$ cat src/rtl/cavlc_bit_packer.sv
`default_nettype none
// ============================================================================
// Module   : cavlc_bit_packer
// Purpose  : Packs variable-length CAVLC codes MSB-first into 32-bit
//            big-endian words, with byte-aligned flush and last-word marking.
// Revision : 1.0 - initial release
// ============================================================================
module cavlc_bit_packer #(
    parameter int IN_W  = 32,
    parameter int OUT_W = 32
) (
    input  logic             clk,
    input  logic             rst,
    input  logic             code_valid,
    output logic             code_ready,
    input  logic [IN_W-1:0]  code_bits,
    input  logic [5:0]       code_len,
    input  logic             flush,
    output logic             flush_busy,
    output logic             flush_done,
    output logic             word_valid,
    input  logic             word_ready,
    output logic [OUT_W-1:0] word_data,
    output logic [2:0]       word_bytes,
    output logic             word_last,
    output logic [31:0]      bit_count
);
    localparam int c_ACC_W = 2 * OUT_W;
    // One spare bit so a 63-bit fill can round up to 64 during padding.
    localparam int c_CNT_W = $clog2(c_ACC_W) + 1;
    localparam logic [c_CNT_W-1:0] c_WORD_BITS = c_CNT_W'(OUT_W);
    localparam logic [c_CNT_W-1:0] c_BYTE_M1   = c_CNT_W'(7);

    localparam logic [1:0] c_RUN   = 2'd0;
    localparam logic [1:0] c_PAD   = 2'd1;
    localparam logic [1:0] c_DRAIN = 2'd2;
    localparam logic [1:0] c_DONE  = 2'd3;

    logic [1:0]         r_state;
    logic [1:0]         w_state_next;
    logic [c_ACC_W-1:0] r_acc;
    logic [c_ACC_W-1:0] w_acc_base;
    logic [c_ACC_W-1:0] w_code_ext;
    logic [c_CNT_W-1:0] r_cnt;
    logic [c_CNT_W-1:0] w_cnt_base;
    logic [c_CNT_W-1:0] w_cnt_pad;
    logic [c_CNT_W-1:0] w_shift;
    logic [IN_W-1:0]    w_code;
    logic               r_word_valid;
    logic [OUT_W-1:0]   r_word_data;
    logic [2:0]         r_word_bytes;
    logic               r_word_last;
    logic               r_flush_done;
    logic [31:0]        r_bit_count;
    logic               w_slot_free;
    logic               w_accept;
    logic               w_drain_full;
    logic               w_drain_last;
    logic               w_done;

    assign w_slot_free = !r_word_valid || word_ready;
    assign code_ready  = !rst && (r_state == c_RUN) &&
                         ((r_cnt < c_WORD_BITS) || w_slot_free);
    assign w_accept    = code_valid && code_ready;

    assign w_acc_base  = w_drain_full ? (r_acc << OUT_W) : r_acc;
    assign w_cnt_base  = w_drain_full ? (r_cnt - c_WORD_BITS) : r_cnt;
    // Masked code lands directly below the fill point left after any drain.
    assign w_code      = code_bits & ~({IN_W{1'b1}} << code_len);
    assign w_shift     = c_CNT_W'(c_ACC_W) - w_cnt_base - c_CNT_W'(code_len);
    assign w_code_ext  = c_ACC_W'(w_code) << w_shift;
    assign w_cnt_pad   = (r_cnt + c_BYTE_M1) & ~c_BYTE_M1;

    always_ff @(posedge clk) begin
        if (rst) begin
            r_state <= c_RUN;
        end else begin
            r_state <= w_state_next;
        end
    end

    always_comb begin
        w_state_next = r_state;
        w_drain_full = 1'b0;
        w_drain_last = 1'b0;
        w_done       = 1'b0;
        case (r_state)
            c_RUN: begin
                w_drain_full = (r_cnt >= c_WORD_BITS) && w_slot_free;
                if (flush) begin
                    w_state_next = c_PAD;
                end
            end
            c_PAD: begin
                w_state_next = c_DRAIN;
            end
            c_DRAIN: begin
                if (r_cnt > c_WORD_BITS) begin
                    w_drain_full = w_slot_free;
                end else if (r_cnt == '0) begin
                    w_state_next = c_DONE;
                end else if (w_slot_free) begin
                    w_drain_last = 1'b1;
                    w_state_next = c_DONE;
                end
            end
            default: begin
                if (w_slot_free) begin
                    w_done       = 1'b1;
                    w_state_next = c_RUN;
                end
            end
        endcase
    end

    always_ff @(posedge clk) begin
        if (rst) begin
            r_acc        <= '0;
            r_cnt        <= '0;
            r_word_valid <= 1'b0;
            r_word_data  <= '0;
            r_word_bytes <= '0;
            r_word_last  <= 1'b0;
            r_flush_done <= 1'b0;
            r_bit_count  <= '0;
        end else begin
            r_flush_done <= w_done;
            if (w_drain_full || w_drain_last) begin
                r_word_valid <= 1'b1;
                r_word_data  <= r_acc[c_ACC_W-1 -: OUT_W];
                r_word_bytes <= w_drain_last ? 3'(r_cnt >> 3) : 3'(OUT_W / 8);
                r_word_last  <= w_drain_last;
            end else if (word_ready) begin
                r_word_valid <= 1'b0;
            end

            if (r_state == c_PAD) begin
                r_cnt <= w_cnt_pad;
            end else if (w_drain_last) begin
                r_acc <= '0;
                r_cnt <= '0;
            end else begin
                r_acc <= w_acc_base | (w_accept ? w_code_ext : '0);
                r_cnt <= w_cnt_base + (w_accept ? c_CNT_W'(code_len) : '0);
            end

            if (w_accept) begin
                r_bit_count <= r_bit_count + 32'(code_len);
            end
        end
    end

    assign flush_busy = (r_state != c_RUN);
    assign flush_done = r_flush_done;
    assign word_valid = r_word_valid;
    assign word_data  = r_word_data;
    assign word_bytes = r_word_bytes;
    assign word_last  = r_word_last;
    assign bit_count  = r_bit_count;

endmodule
`default_nettype wire

$ cat config.mk
export PLATFORM = sky130hd
export DESIGN_NAME = cavlc_bit_packer
export DESIGN_NICKNAME = d
export VERILOG_FILES = /design/src/rtl/cavlc_bit_packer.sv
export SDC_FILE = /design/constraint.sdc
export NUM_CORES = 1
export LEC_CHECK = 0
export ABC_CLOCK_PERIOD_IN_PS = 4400
export BUFFER_PORTS_ARGS = -buffer_cell sky130_fd_sc_hd__buf_2
export CAP_MARGIN = 30
export CORE_ASPECT_RATIO = 0.5
export CORE_MARGIN = 3
export CORE_UTILIZATION = 47
export DETAILED_ROUTE_END_ITERATION = 16
export HOLD_SLACK_MARGIN = 0.08
export PLACE_DENSITY_LB_ADDON = 0.1
export SETUP_SLACK_MARGIN = 0.05
export SYNTH_ARGS = -nofsm -noshare
export SYNTH_HDL_FRONTEND = slang
export SYNTH_SLANG_ARGS = --single-unit
export TNS_END_PERCENT = 100
$ cat constraint.sdc
create_clock -name clk -period 4.4 [get_ports clk]
set_clock_uncertainty 0.05 [all_clocks]
set_input_delay 0.22 -clock clk [delete_from_list [all_inputs] [get_ports clk]]
set_output_delay 0.22 -clock clk [all_outputs]
set_load 0.05 [all_outputs]
**Word level (Yosys, flattened, before mapping)**

Index checks and enable logic that the tools add are counted.

- $add $sub $neg: 6
- Multiply operators: 0
- Div/mod/pow operators: 0
- Magnitude comparators: 3
- Equality and inequality tests: 5
- Shifts and indexed selects: 2
- Mux-type cells: 22
- Bitwise logic cells: 3
- Reductions and logical operators: 17

Operators with widths:

| cell | count |
|---|---|
| $mux W64 | 3 |
| $or A64 B64 Y64 | 1 |
| $shl A32 B7 Y64 | 1 |
| $add A32 B6 Y32 | 1 |
| $and A32 B32 Y32 | 1 |
| $not A32 Y32 | 1 |
| $shl A32 B6 Y32 const A | 1 |
| $mux W7 | 3 |
| $mux W2 | 5 |
| $add A7 B3 Y7 const B | 1 |
| $add A7 B6 Y7 | 1 |
| $ge A7 B6 Y1 const B | 1 |
| $gt A7 B6 Y1 const B | 1 |
| $logic_not A7 Y1 | 1 |
| $lt A7 B6 Y1 const B | 1 |
| $mux W1 | 7 |
| $sub A7 B6 Y7 | 1 |
| $sub A7 B6 Y7 const B | 1 |
| $sub A7 B7 Y7 const A | 1 |
| $mux W6 | 1 |
| $pmux W2 S3 | 1 |
| $logic_and A1 B1 Y1 | 4 |
| $ne A2 B2 Y1 const B | 2 |
| $reduce_and A4 Y1 | 1 |
| other kinds (12) | 16 |

- Register bits after elaboration: 143
- Bits in latches: 0
- RAM bits: 0
- ROM bits: 0
- Input bits: 43
- Output and inout bits: 72
- Word-level logic and storage cells: 68
- Memories: 0

**Longest topological paths before layout**

Gate-level depths: netlist of run 1.

- Depth after elaboration: 11
- Mapped depth: 18
- Mapped depth without buffers: 15

**Worst setup path before layout of run 1**

No wires, ideal clock.

- Kind: register to register
- Start: reg r_cnt[3]
- End: reg r_acc[45]
- Library setup time: 0.074 ns
- Data arrival time: 4.083 ns
- Required time: 4.276 ns
- Slack: 0.194 ns
- Stages on the path, launching flop included: 18
- Buffers on the path: 3
- Clock period less this slack: 4.206 ns
- Cells stage by stage: dfxtp_1 -> buf_6 -> or4b_4 -> o21a_1 -> o211a_1 -> buf_2 -> xnor2_1 -> inv_1 -> ha_1 -> ha_1 -> and3b_1 -> a211oi_1 -> o311ai_1 -> a211o_1 -> a211o_2 -> buf_6 -> a31o_1 -> o211ai_2

- Cells in the longest elaborated chain, start to end: 10
- Elaborated cells between the ends (all ways): 22
- Those cells by class: add/sub (3); order compare (3); shift (1); mux (9); bitwise (1); reduce/logical (5)

Ends and longest elaborated chain:

| what | RTL line | source |
|---|---|---|
| start: declaration | 44 | `logic [c_CNT_W-1:0] r_cnt;` |
| start signal: assignment | 138 | `r_cnt <= w_cnt_pad;` |
| start signal: assignment | 144 | `r_cnt <= w_cnt_base + (w_accept ? c_CNT_W'(code_len) : '0);` |
| $gt A7 B6 Y1 or $ge A7 B6 Y1 (tied branches) | 98, 89 |  |
| $mux W1 or $logic_and A1 B1 Y1 (tied branches) | 98, 89 |  |
| $pmux W1 S2 | 87 | `case (r_state)` |
| $mux W7 | 67 | `assign w_cnt_base = w_drain_full ? (r_cnt - c_WORD_BITS) : r_cnt;` |
| $sub A7 B7 Y7 | 70 | `assign w_shift = c_CNT_W'(c_ACC_W) - w_cnt_base - c_CNT_W'(code_len);` |
| $sub A7 B6 Y7 | 70 |  |
| $shl A32 B7 Y64 | 71 | `assign w_code_ext = c_ACC_W'(w_code) << w_shift;` |
| $mux W64 | 143 | `r_acc <= w_acc_base \| (w_accept ? w_code_ext : '0);` |
| $or A64 B64 Y64 | 143 |  |
| $mux W64 * | 139 | `end else if (w_drain_last) begin` |
| end signal: assignment | 143 |  |
| end: declaration | 41 | `logic [c_ACC_W-1:0] r_acc;` |

Every way passes the cells marked *; elsewhere a longest branch is shown, timed or not.
A chain may end at the register's enable or synchronous reset.

**Worst setup path after layout of run 1**

- Start: reg r_cnt[6]
- End: reg r_acc[32]

Same word-level chain as after synthesis.

==> results of run 1 <==
layout make-up:
type,count,area share
repair buffers,170,0.0899
well taps,266,0.0289
flip-flops and latches,143,0.249
multi-input cells,994,0.565
inverters,47,0.0153
clock buffers,17,0.0369
clock inverters,15,0.0151
tightest hold or removal path, delay by kind of cell:
| family | cells | cell delay (ns) |
|---|---|---|
| buf+inv | 1 | 0.10 |
| simple gates | 2 | 0.31 |
metal layers:
| metal | track usage | up-vias | part of all wire |
|---|---|---|---|
| met5 | 0 | - | 0 |
| met4 | 0.0802 | 0 | 0.021 |
| li1 | - | 4994 | - |
| met3 | 0.112 | 64 | 0.13 |
| met2 | 0.444 | 652 | 0.38 |
| met1 | 0.483 | 5152 | 0.47 |
layout by cell type (no fill, tap or decap), types with 13 or more instances in the layout:
master	netlist	routed
a211oi_1	24	23
a21oi_1	80	80
a22o_1	21	21
a22oi_1	28	28
buf_2	24	114
buf_4	0	52
clkbuf_16	0	17
dfxtp_1	143	143
ha_1	28	27
inv_1	45	45
mux2i_1	26	26
nand2_1	177	177
nand3_1	40	40
nand4_1	21	21
nor2_1	88	86
nor3_1	35	35
o211ai_1	26	26
o21ai_0	65	65
o21ai_1	25	24
o22ai_1	17	17
or3_1	14	13
xnor2_1	28	26
cells by family (layout without fill, tap and decap cells):
logic type                 Yosys count  count (layout)  share of synthesized area
AOI/OAI and AO/OA                  447             447                      0.322
DFF                                143             143                      0.291
muxes                               38              38                     0.0459
xor gates and xnor gates            31              31                     0.0276
and+or+nand+nor                    447             447                      0.214
buffers and inverters              139             249                     0.0577
adders and majority gates           31              31                     0.0417
through the flow:
step / utilization / power (W)
3_3_place_gp: 0.540 / 0.00609
3_5_place_dp: 0.540 / 0.00608
4_1_cts: 0.570 / 0.00757
5_1_grt: 0.576 / 0.00827
2_1_floorplan: - / 0.00457
6_report: 0.576 / 0.00791
registers in the layout (all words and copies together), names as in the netlist:
name	count
bit_count	32
flush_done	1
r_acc	64
r_cnt	7
r_state	2
word_bytes	3
word_data	32
word_last	1
word_valid	1
worst paths after layout:
kind / slack, ns / endpoint / cells after the start
max: 0.15 / r_acc[32]$_SDFFE_PP0N_ / 15
min: 0.24 / flush_done$_SDFF_PP0_ / 3
max reg2reg: 0.15 / r_acc[32]$_SDFFE_PP0N_ / 15
min reg2reg: 0.40 / r_acc[29]$_SDFFE_PP0N_ / 2
timing repair:
item                                    in CTS  in global routing
hold buffers                                 0                  0
resized for setup                            0                 11
endpoints found under the setup margin       0                 63
setup buffers                                0                  5
where the power goes:
group | internal, W | switching [W] | total [W]
Clock | 0.000855 | 0.000631 | 0.00149
Combinational | 0.00147 | 0.00342 | 0.00489
Sequential | 0.00142 | 0.000109 | 0.00153
Total | 0.00375 | 0.00416 | 0.00791
==> impl_metrics.csv, run 1 <==
group,metric,value,unit
layout,stdcell_area,11500,um2
placed_design,pre_cts_ws,0.0896,ns
setup_path,startpoint_type,"flop",
setup_path,r2r_start,"r_cnt[6]$_SDFF_PP0_",
detailed_routing,dr.pass1.iters,6,
floorplanning,coreArea,20000,um2
detailed_routing,drt_iter0_drc,1392,
setup_path,critPathKind,"reg2reg",
synth,ys_ff_latch,143,
setup_path,end_kind,"flop",
detailed_routing,antenna_left,0,
timing,maxSlewViolCount,0,
synth,synthFlopType,"dfxtp_1",
clocking,clk_pin_slew,0.07,ns
synth,yosys-top-cells-area,"dfxtp_1 (29%), nand2_1 (6.8%), a21oi_1 (4.1%), ha_1 (3.6%), nor2_1 (3.4%)",
synth,netlist_instances,1276,
clocking,ctsRootBufferMaster,"clkbuf_16",
synth,yosysTopAreaCell,"dfxtp_1",
layout,area_delta_synth_final,17.0,%
setup_path,max_stage_delay,0.58,ns
power_and_ir_drop,leakage,4.46,nW
placed_design,post-place-cells,1614,
placed_design,place.gp.congestion,1.04,
placed_design,dpl-instance-area,10800,um2
synth,avgSynthCellArea,7.71,um2
min_path,worstHoldStart,"word_ready",
detailed_routing,vias,10900,
layout,multi_input_area,6510,um2
setup_path,crit_start,"r_cnt[6]$_SDFF_PP0_",
global_route,grt_pass1_vias,9575,
floorplanning,die_width,211,um
synth,ys_seq_area_frac,0.291,
detailed_routing,wl,37800,um
floorplanning,fp.dieH,108,um
timing,fin_ws,0.150,ns
floorplanning,top_level_ports,115,
timing,tightest_slew,1.08,ns
timing,clock.fmax,235,MHz
timing,final.min_clock_period,4.25,ns
timing,setup_viol,0,
clocking,clock-sinks,143,
floorplanning,start_util,0.492,
timing,fin_hold_ws,0.236,ns
synth,syn-num-nets,1350,
run_status,outcome,"completed",
timing,setup_tns,0,ns
detailed_routing,viasPerCell,6.58,
layout,fillers,1908,
synth,yosysUniqueCellTypes,94,
timing,hold_viol,0,
global_route,grt_max_degree,62,
placed_design,hpwl,28900,um
detailed_routing,wire_per_inst,22.9,um
synth,synth_common_cells,"nand2_1 (177), dfxtp_1 (143), nor2_1 (88)",
synth,async_flop_share,0,
synth,synth_top_area_share,0.291,
power_and_ir_drop,irDropWorstVdd,0.306,mV
timing,finalCritPeriodShare,0.966,
synth,synth_edf_count,0,
setup_path,crit_family,"compound AO/OA/AOI/OAI gates",
floorplanning,num_rows,36,
global_route,groute.usage.overall,0.325,
clocking,clk_path_buf_depth,2,
setup_path,crit_fanout,8,
setup_path,cp_cell_sequence,"or4b_4 > o21a_1 > o211a_1 > xnor2_2 > inv_1 > ha_1 > ha_1 > and3b_1 > a211oi_2 > o311ai_4 > a211o_4 > a211o_4 > clkbuf_4 > a211o_1 > nand3_1",
clocking,cts_tree,"built",
synth,yosysMostFrequentCell,"nand2_1",
detailed_routing,remaining_drc_errors,0,
power_and_ir_drop,powerDensity,687,nW/um2
synth,yosys_warnings,0,
global_route,grt_pass1_wl,57400,um
synth,synth_area,9840,um2
min_path,min_path_type,"in2reg",
layout,final_nets,1447,
setup_path,crit_arrival,4.56,ns
job,drv_cap,0,
setup_path,cp_num_buf_inv,2,
timing,rsz0062_at_grt,"false",
global_route,antenna_found_initial,0,
global_route,overflow,0,
layout,instances_no_fill,1652,
layout,regArea,2860,um2
clocking,cts_buffers,17,
layout,drive_gt1_frac,0.183,
setup_path,slowest_stage,"or4b_4",
placed_design,io_buffers,114,
clocking,clk_latency,0.42,ns
clocking,cts_max_level,4,
floorplanning,dieArea,22800,um2
layout,diodes,0,
setup_path,cp.required,4.71,ns
timing,maxSlewHeadroom,0.264,
No activity file was read; power rests on OpenSTA's default activity.
==> run 2, diff against run 1 <==
--- a/config.mk
+++ b/config.mk
@@ -10,7 +10,7 @@
 export CAP_MARGIN = 30
 export CORE_ASPECT_RATIO = 0.5
 export CORE_MARGIN = 3
-export CORE_UTILIZATION = 47
+export CORE_UTILIZATION = 45
 export DETAILED_ROUTE_END_ITERATION = 16
 export HOLD_SLACK_MARGIN = 0.08
 export PLACE_DENSITY_LB_ADDON = 0.1
==> run 2 against run 1 <==
Compared with the run above: first-iteration DRC count rose by 18%; setup slack got worse by 0.017 ns; sequential share of layout area fell by 0.31 points; sequential power about the same; clock power barely moved; combinational power grew 2%; maximum frequency shrank 0.40%; utilization down 2.1 points; sequential cell count unchanged; cell count is 2.5% higher; design area increased by 1.3%; highest routed layer unchanged.
==> impl_metrics.csv, run 2 (synthesized netlist as in run 1, its figures left out) <==
group,metric,value,unit
run_status,outcome,"completed",
setup_path,cp_cell_sequence,"or4b_4 > o21a_1 > o211a_1 > xnor2_2 > inv_1 > ha_1 > ha_1 > and3b_1 > a211oi_2 > o311ai_2 > a211o_2 > a2111oi_1 > o21ai_0 > o21ai_1",
power_and_ir_drop,leakage,4.54,nW
detailed_routing,wire_per_inst,22.8,um
layout,instances_no_fill,1694,
power_and_ir_drop,combPwrFrac,0.623,
timing,setup_viol,0,
power_and_ir_drop,power_frac_clock,0.186,
setup_path,crit_family,"compound AO/OA/AOI/OAI gates",
floorplanning,top_level_ports,115,
floorplanning,coreArea,21000,um2
placed_design,hpwl,29400,um
timing,fin_ws,0.133,ns
global_route,overflow,0,
timing,setup_tns,0,ns
timing,final.min_clock_period,4.27,ns
power_and_ir_drop,irDropWorstVdd,0.270,mV
setup_path,slowest_stage,"a2111oi_1",
layout,final_nets,1463,
clocking,ctsRootBufferMaster,"clkbuf_16",
detailed_routing,drt_iter0_drc,1640,
detailed_routing,antenna_left,0,
global_route,grt_max_degree,73,
timing,tightest_slew,1.00,ns
setup_path,crit_path_frequent_cell,"ha_1",
floorplanning,num_rows,37,
timing,rsz0062_at_grt,"true",
power_and_ir_drop,p_seq_frac,0.191,
detailed_routing,viasPerCell,6.49,
clocking,cts_max_level,4,
timing,finalCritPeriodShare,0.970,
detailed_routing,vias,11000,
setup_path,startpoint_type,"flop",
layout,regArea,2860,um2
layout,diodes,0,
setup_path,end_kind,"flop",
layout,mostFrequentLayoutCell,"nand2_1",
floorplanning,start_util,0.468,
global_route,groute.usage.overall,0.309,
power_and_ir_drop,powerDensity,688,nW/um2
setup_path,crit_arrival,4.56,ns
layout,area_delta_synth_final,18.5,%
setup_path,crit_cells,14,
min_path,holdPathStages,4,
placed_design,io_buffers,114,
layout,drive_gt1_frac,0.192,
placed_design,post-place-cells,1654,
detailed_routing,remaining_drc_errors,0,
clocking,cts_hold_buf,0,
layout,final_cell_mix,"nand2_1 (174), dfxtp_1 (143), buf_2 (114), nor2_1 (87), a21oi_1 (80)",
layout,fillers,2079,
floorplanning,die_width,215,um
clocking,cts_buffers,17,
clocking,cts_tree,"built",
layout,multi_input_area,6510,um2
detailed_routing,wl,38600,um
timing,maxSlewViolCount,0,
setup_path,cp_num_buf_inv,1,
clocking,clk_pin_slew,0.06,ns
global_route,antenna_found_initial,0,
min_path,min_path_type,"in2reg",
layout,max_flop_register,"r_acc",
setup_path,critPathKind,"reg2reg",
timing,maxSlewHeadroom,0.326,
setup_path,ff2ff_path_depth,14,
setup_path,crit_fanout,5,
timing,hold_viol,0,
clocking,clock-sinks,143,
power_and_ir_drop,switchingPower,0.00414,W
timing,fin_hold_ws,0.270,ns
job,drv_cap,0,
global_route,grt_pass1_vias,9720,
clocking,clk_path_buf_depth,2,
power_and_ir_drop,internal-power,0.00389,W
layout,post-route-util,0.555,
detailed_routing,dr.pass1.iters,6,
floorplanning,fp.dieH,111,um
placed_design,pre_cts_ws,-0.0382,ns
setup_path,max_stage_delay,0.60,ns
placed_design,place.gp.congestion,1.03,
layout,largest_reg_flops,64,
setup_path,cp.required,4.70,ns
clocking,clk_latency,0.42,ns
power_and_ir_drop,swShare,0.515,
global_route,grt_pass1_wl,58000,um
floorplanning,dieArea,23800,um2
timing,clock.fmax,234,MHz
run 2: power by group through the flow:
| stage | registers (W) | clock network, W | logic [W] |
|---|---|---|---|
| after floorplan | 0.00166 | 0 | 0.00291 |
| after global placement | 0.00155 | 0 | 0.00466 |
| after detailed placement | 0.00155 | 0 | 0.00471 |
| after CTS | 0.00152 | 0.00151 | 0.00476 |
| after global routing | 0.00154 | 0.00157 | 0.00525 |
| final | 0.00153 | 0.00150 | 0.00500 |
run 2: path summary, 6_finish.rpt:
kind,start,to,slack (ns)
setup / recovery,r_cnt[6]$_SDFF_PP0_,r_acc[61]$_SDFFE_PP0N_,0.13
hold / removal,word_ready,word_valid$_SDFFE_PP0P_,0.27
setup reg to reg,r_cnt[6]$_SDFF_PP0_,r_acc[61]$_SDFFE_PP0N_,0.13
hold reg to reg,word_data[31]$_SDFFE_PP0P_,word_data[31]$_SDFFE_PP0P_,0.40
run 2: what timing repair did:
action,CTS,global route
pin swaps,1,4
setup buffers,0,8
gates resized for setup,5,9
cloned,0,0
endpoints found under the setup margin,20,37
run 2: per-stage QoR:
stage	total power, W	instance area [um2]
finish	0.00803	11700
CTS	0.00779	11600
global placement	0.00621	10900
detailed placement	0.00626	10900
floorplan	0.00457	9840
global route	0.00837	11700
run 2: area by class of cell:
class | count | area share
flip-flops and latches | 143 | 0.245
well taps | 292 | 0.0313
clock inverters | 12 | 0.0136
multi-input cells | 994 | 0.558
inverters | 47 | 0.0151
repair buffers | 186 | 0.0980
clock buffers | 20 | 0.0383
run 2: layer usage:
layer	GRT usage	vias to the layer above	share of wire
li1	-	5024	-
met1	0.485	5225	0.47
met2	0.417	691	0.39
met3	0.0663	54	0.12
met4	0.0787	0	0.018
met5	0	-	0
run 2: worst min-delay path: cells and delay by family:
| kind | cells | cell delay [ns] |
|---|---|---|
| buf+inv | 2 | 0.26 |
| compound gates | 1 | 0.05 |
| simple gates | 1 | 0.16 |
==> run 3, diff against run 2 <==
--- a/config.mk
+++ b/config.mk
@@ -11,6 +11,7 @@
 export CORE_ASPECT_RATIO = 0.5
 export CORE_MARGIN = 3
 export CORE_UTILIZATION = 45
+export CTS_BUF_LIST = sky130_fd_sc_hd__clkbuf_8
 export DETAILED_ROUTE_END_ITERATION = 16
 export HOLD_SLACK_MARGIN = 0.08
 export PLACE_DENSITY_LB_ADDON = 0.1
==> run 3 against run 2 <==
Compared with the run above: critical path depth is the same; setup slack lost 0.021 ns; register-to-register slack lost 0.02 ns; global-route usage shrank 0.17 points; sequential power is essentially flat; clock power shrank 25%; cell count shrank 0.35%; total power shrank 5.3%; die area is the same; design area shrank 2.1%; worst hold slack lost 0.053 ns; critical endpoint unchanged; largest power group unchanged.
==> impl_metrics.csv, run 3 (synthesized netlist as in run 1, its figures left out) <==
group,metric,value,unit
power_and_ir_drop,combPwrFrac,0.652,
setup_path,startpoint_type,"flop",
layout,diodes,0,
layout,stdcell_area,11400,um2
detailed_routing,dr.pass1.iters,6,
clocking,clk_path_buf_depth,2,
global_route,antenna_found_initial,0,
timing,setup_viol,0,
detailed_routing,viasPerCell,6.41,
clocking,clk_pin_slew,0.09,ns
power_and_ir_drop,irDropWorstVdd,0.267,mV
layout,drive_gt1_frac,0.187,
floorplanning,num_rows,37,
floorplanning,start_util,0.468,
clocking,ctsRootBufferMaster,"clkbuf_8",
layout,largest_reg_flops,64,
timing,tightest_slew,0.967,ns
setup_path,crit_fanout,6,
min_path,min_path_type,"in2reg",
placed_design,io_buffers,114,
layout,multi_input_area,6500,um2
setup_path,r2r_start,"r_cnt[6]$_SDFF_PP0_",
setup_path,ff2ff_path_depth,14,
min_path,holdPathStages,4,
setup_path,timing.rr.end,"r_acc[61]$_SDFFE_PP0N_",
layout,fillers,2102,
timing,rsz0062_at_grt,"true",
setup_path,end_kind,"flop",
timing,hold_viol,0,
detailed_routing,drt_iter0_drc,1519,
clocking,cts_buffers,17,
layout,final_cell_mix,"nand2_1 (175), dfxtp_1 (143), buf_2 (114), nor2_1 (87), a21oi_1 (80)",
clocking,cts_tree,"built",
power_and_ir_drop,p_seq_frac,0.201,
detailed_routing,remaining_drc_errors,0,
detailed_routing,wl_met2,14800,um
timing,fin_hold_ws,0.217,ns
power_and_ir_drop,power_frac_clock,0.147,
clocking,clock-sinks,143,
power_and_ir_drop,switchingPower,0.00407,W
clocking,cts_max_level,4,
min_path,worstHoldStart,"word_ready",
power_and_ir_drop,swShare,0.535,
detailed_routing,wl,38100,um
detailed_routing,wire_per_inst,22.6,um
placed_design,dpl-instance-area,10900,um2
setup_path,crit_path_frequent_cell,"ha_1",
min_path,min_to,"word_valid$_SDFFE_PP0P_",
detailed_routing,met3WireLength,4350,um
global_route,grt_pass1_vias,9629,
floorplanning,die_width,215,um
run_status,outcome,"completed",
detailed_routing,wl_met1,18400,um
timing,clock.fmax,233,MHz
setup_path,r2r_setup_slack,0.11,ns
placed_design,hpwl,29400,um
layout,max_flop_register,"r_acc",
power_and_ir_drop,powerDensity,666,nW/um2
floorplanning,dieArea,23800,um2
layout,final_nets,1457,
setup_path,crit_arrival,4.63,ns
global_route,grt_pass1_wl,57800,um
timing,maxSlewViolCount,0,
detailed_routing,vias,10800,
timing,final.min_clock_period,4.29,ns
layout,regArea,2860,um2
setup_path,slowest_stage,"a2111oi_1",
detailed_routing,top_layer,"met4",
floorplanning,top_level_ports,115,
placed_design,place.gp.congestion,1.03,
setup_path,max_stage_delay,0.60,ns
global_route,overflow,0,
floorplanning,coreArea,21000,um2
floorplanning,fp.dieH,111,um
global_route,grt_max_degree,73,
setup_path,critPathKind,"reg2reg",
power_and_ir_drop,leakage,4.43,nW
timing,maxSlewHeadroom,0.351,
global_route,groute.usage.overall,0.307,
setup_path,cp_cell_sequence,"or4b_4 > o21a_1 > o211a_1 > xnor2_2 > inv_1 > ha_1 > ha_1 > and3b_1 > a211oi_2 > o311ai_2 > a211o_2 > a2111oi_1 > o21ai_0 > o21ai_1",
job,drv_cap,0,
power_and_ir_drop,internal-power,0.00354,W
detailed_routing,antenna_left,0,
layout,area_delta_synth_final,16.0,%
layout,mostFrequentLayoutCell,"nand2_1",
setup_path,cp.required,4.74,ns
clocking,clk_latency,0.47,ns
timing,finalCritPeriodShare,0.974,
## run 3: cell types whose count changed in the layout (fill, tap and decap cells not counted), sizes merged
cell    change
buf         -5
clkbuf      -3
inv         +2
## run 3: power by group through the flow
stage          Combinational [W]  Clock (W)  Sequential [W]
2_1_floorplan            0.00291          0         0.00166
3_3_place_gp             0.00466          0         0.00155
3_5_place_dp             0.00471          0         0.00155
4_1_cts                  0.00475    0.00113         0.00152
5_1_grt                  0.00522    0.00119         0.00154
6_report                 0.00496    0.00112         0.00153
## run 3: layout make-up
type	count	share of cell area
multi-input cells	994	0.569
clock buffers	18	0.0217
flip-flops and latches	143	0.251
well taps	292	0.0320
repair buffers	180	0.0962
inverters	47	0.0155
clock inverters	14	0.0146
## run 3: routing by layer
| metal | GRT usage | vias up |
|---|---|---|
| li1 | - | 5003 |
| met1 | 0.487 | 5147 |
| met2 | 0.412 | 618 |
| met3 | 0.0643 | 51 |
| met4 | 0.0726 | 0 |
| met5 | 0 | - |
## run 3: how the worst max path moves through the flow
stage / slack, ns / startpoint / end / cells after the start
after floorplan: 0.19 / r_cnt[3]$_SDFF_PP0_ / r_acc[45]$_SDFFE_PP0N_ / 17
after global placement: 0.11 / r_cnt[6]$_SDFF_PP0_ / r_acc[1]$_SDFFE_PP0N_ / 14
after detailed placement: -0.04 / r_cnt[6]$_SDFF_PP0_ / r_acc[61]$_SDFFE_PP0N_ / 14
after CTS: 0.06 / r_cnt[6]$_SDFF_PP0_ / r_acc[33]$_SDFFE_PP0N_ / 14
after global routing: 0.02 / r_cnt[6]$_SDFF_PP0_ / r_acc[61]$_SDFFE_PP0N_ / 14
final: 0.11 / r_cnt[6]$_SDFF_PP0_ / r_acc[61]$_SDFFE_PP0N_ / 14
## run 3: worst max-delay path, delay by kind of cell (launching register included)
| kind | cells | cell delay (ns) |
|---|---|---|
| AND/OR/NAND/NOR | 2 | 0.78 |
| buffers and inverters | 1 | 0.08 |
| XOR/XNOR | 1 | 0.19 |
| AO/OA/AOI/OAI | 8 | 2.20 |
| flip-flops | 1 | 0.34 |
| adder cells (fa/ha/maj) | 2 | 0.59 |
## run 3: through the flow
| stage | power, W | TNS (ns) | utilization | std cells | setup slack [ns] |
|---|---|---|---|---|---|
| floorplan | 0.00457 | 0 | - | 1276 | 0.194 |
| finish | 0.00760 | 0 | 0.543 | 1688 | 0.112 |
| global route | 0.00795 | 0 | 0.543 | 1688 | 0.0185 |
| CTS | 0.00740 | 0 | 0.541 | 1686 | 0.0584 |
| global placement | 0.00621 | 0 | 0.519 | 1653 | 0.108 |
| detailed placement | 0.00626 | -0.218 | 0.521 | 1654 | -0.0382 |
## run 3: what timing repair did
item | CTS | global route
hold buffers | 0 | 0
setup buffers | 0 | 2
resized for setup | 4 | 6
pin swaps | 1 | 3
cloned | 0 | 0
setup endpoints to repair | 20 | 39
hold endpoints to repair | 0 | 0
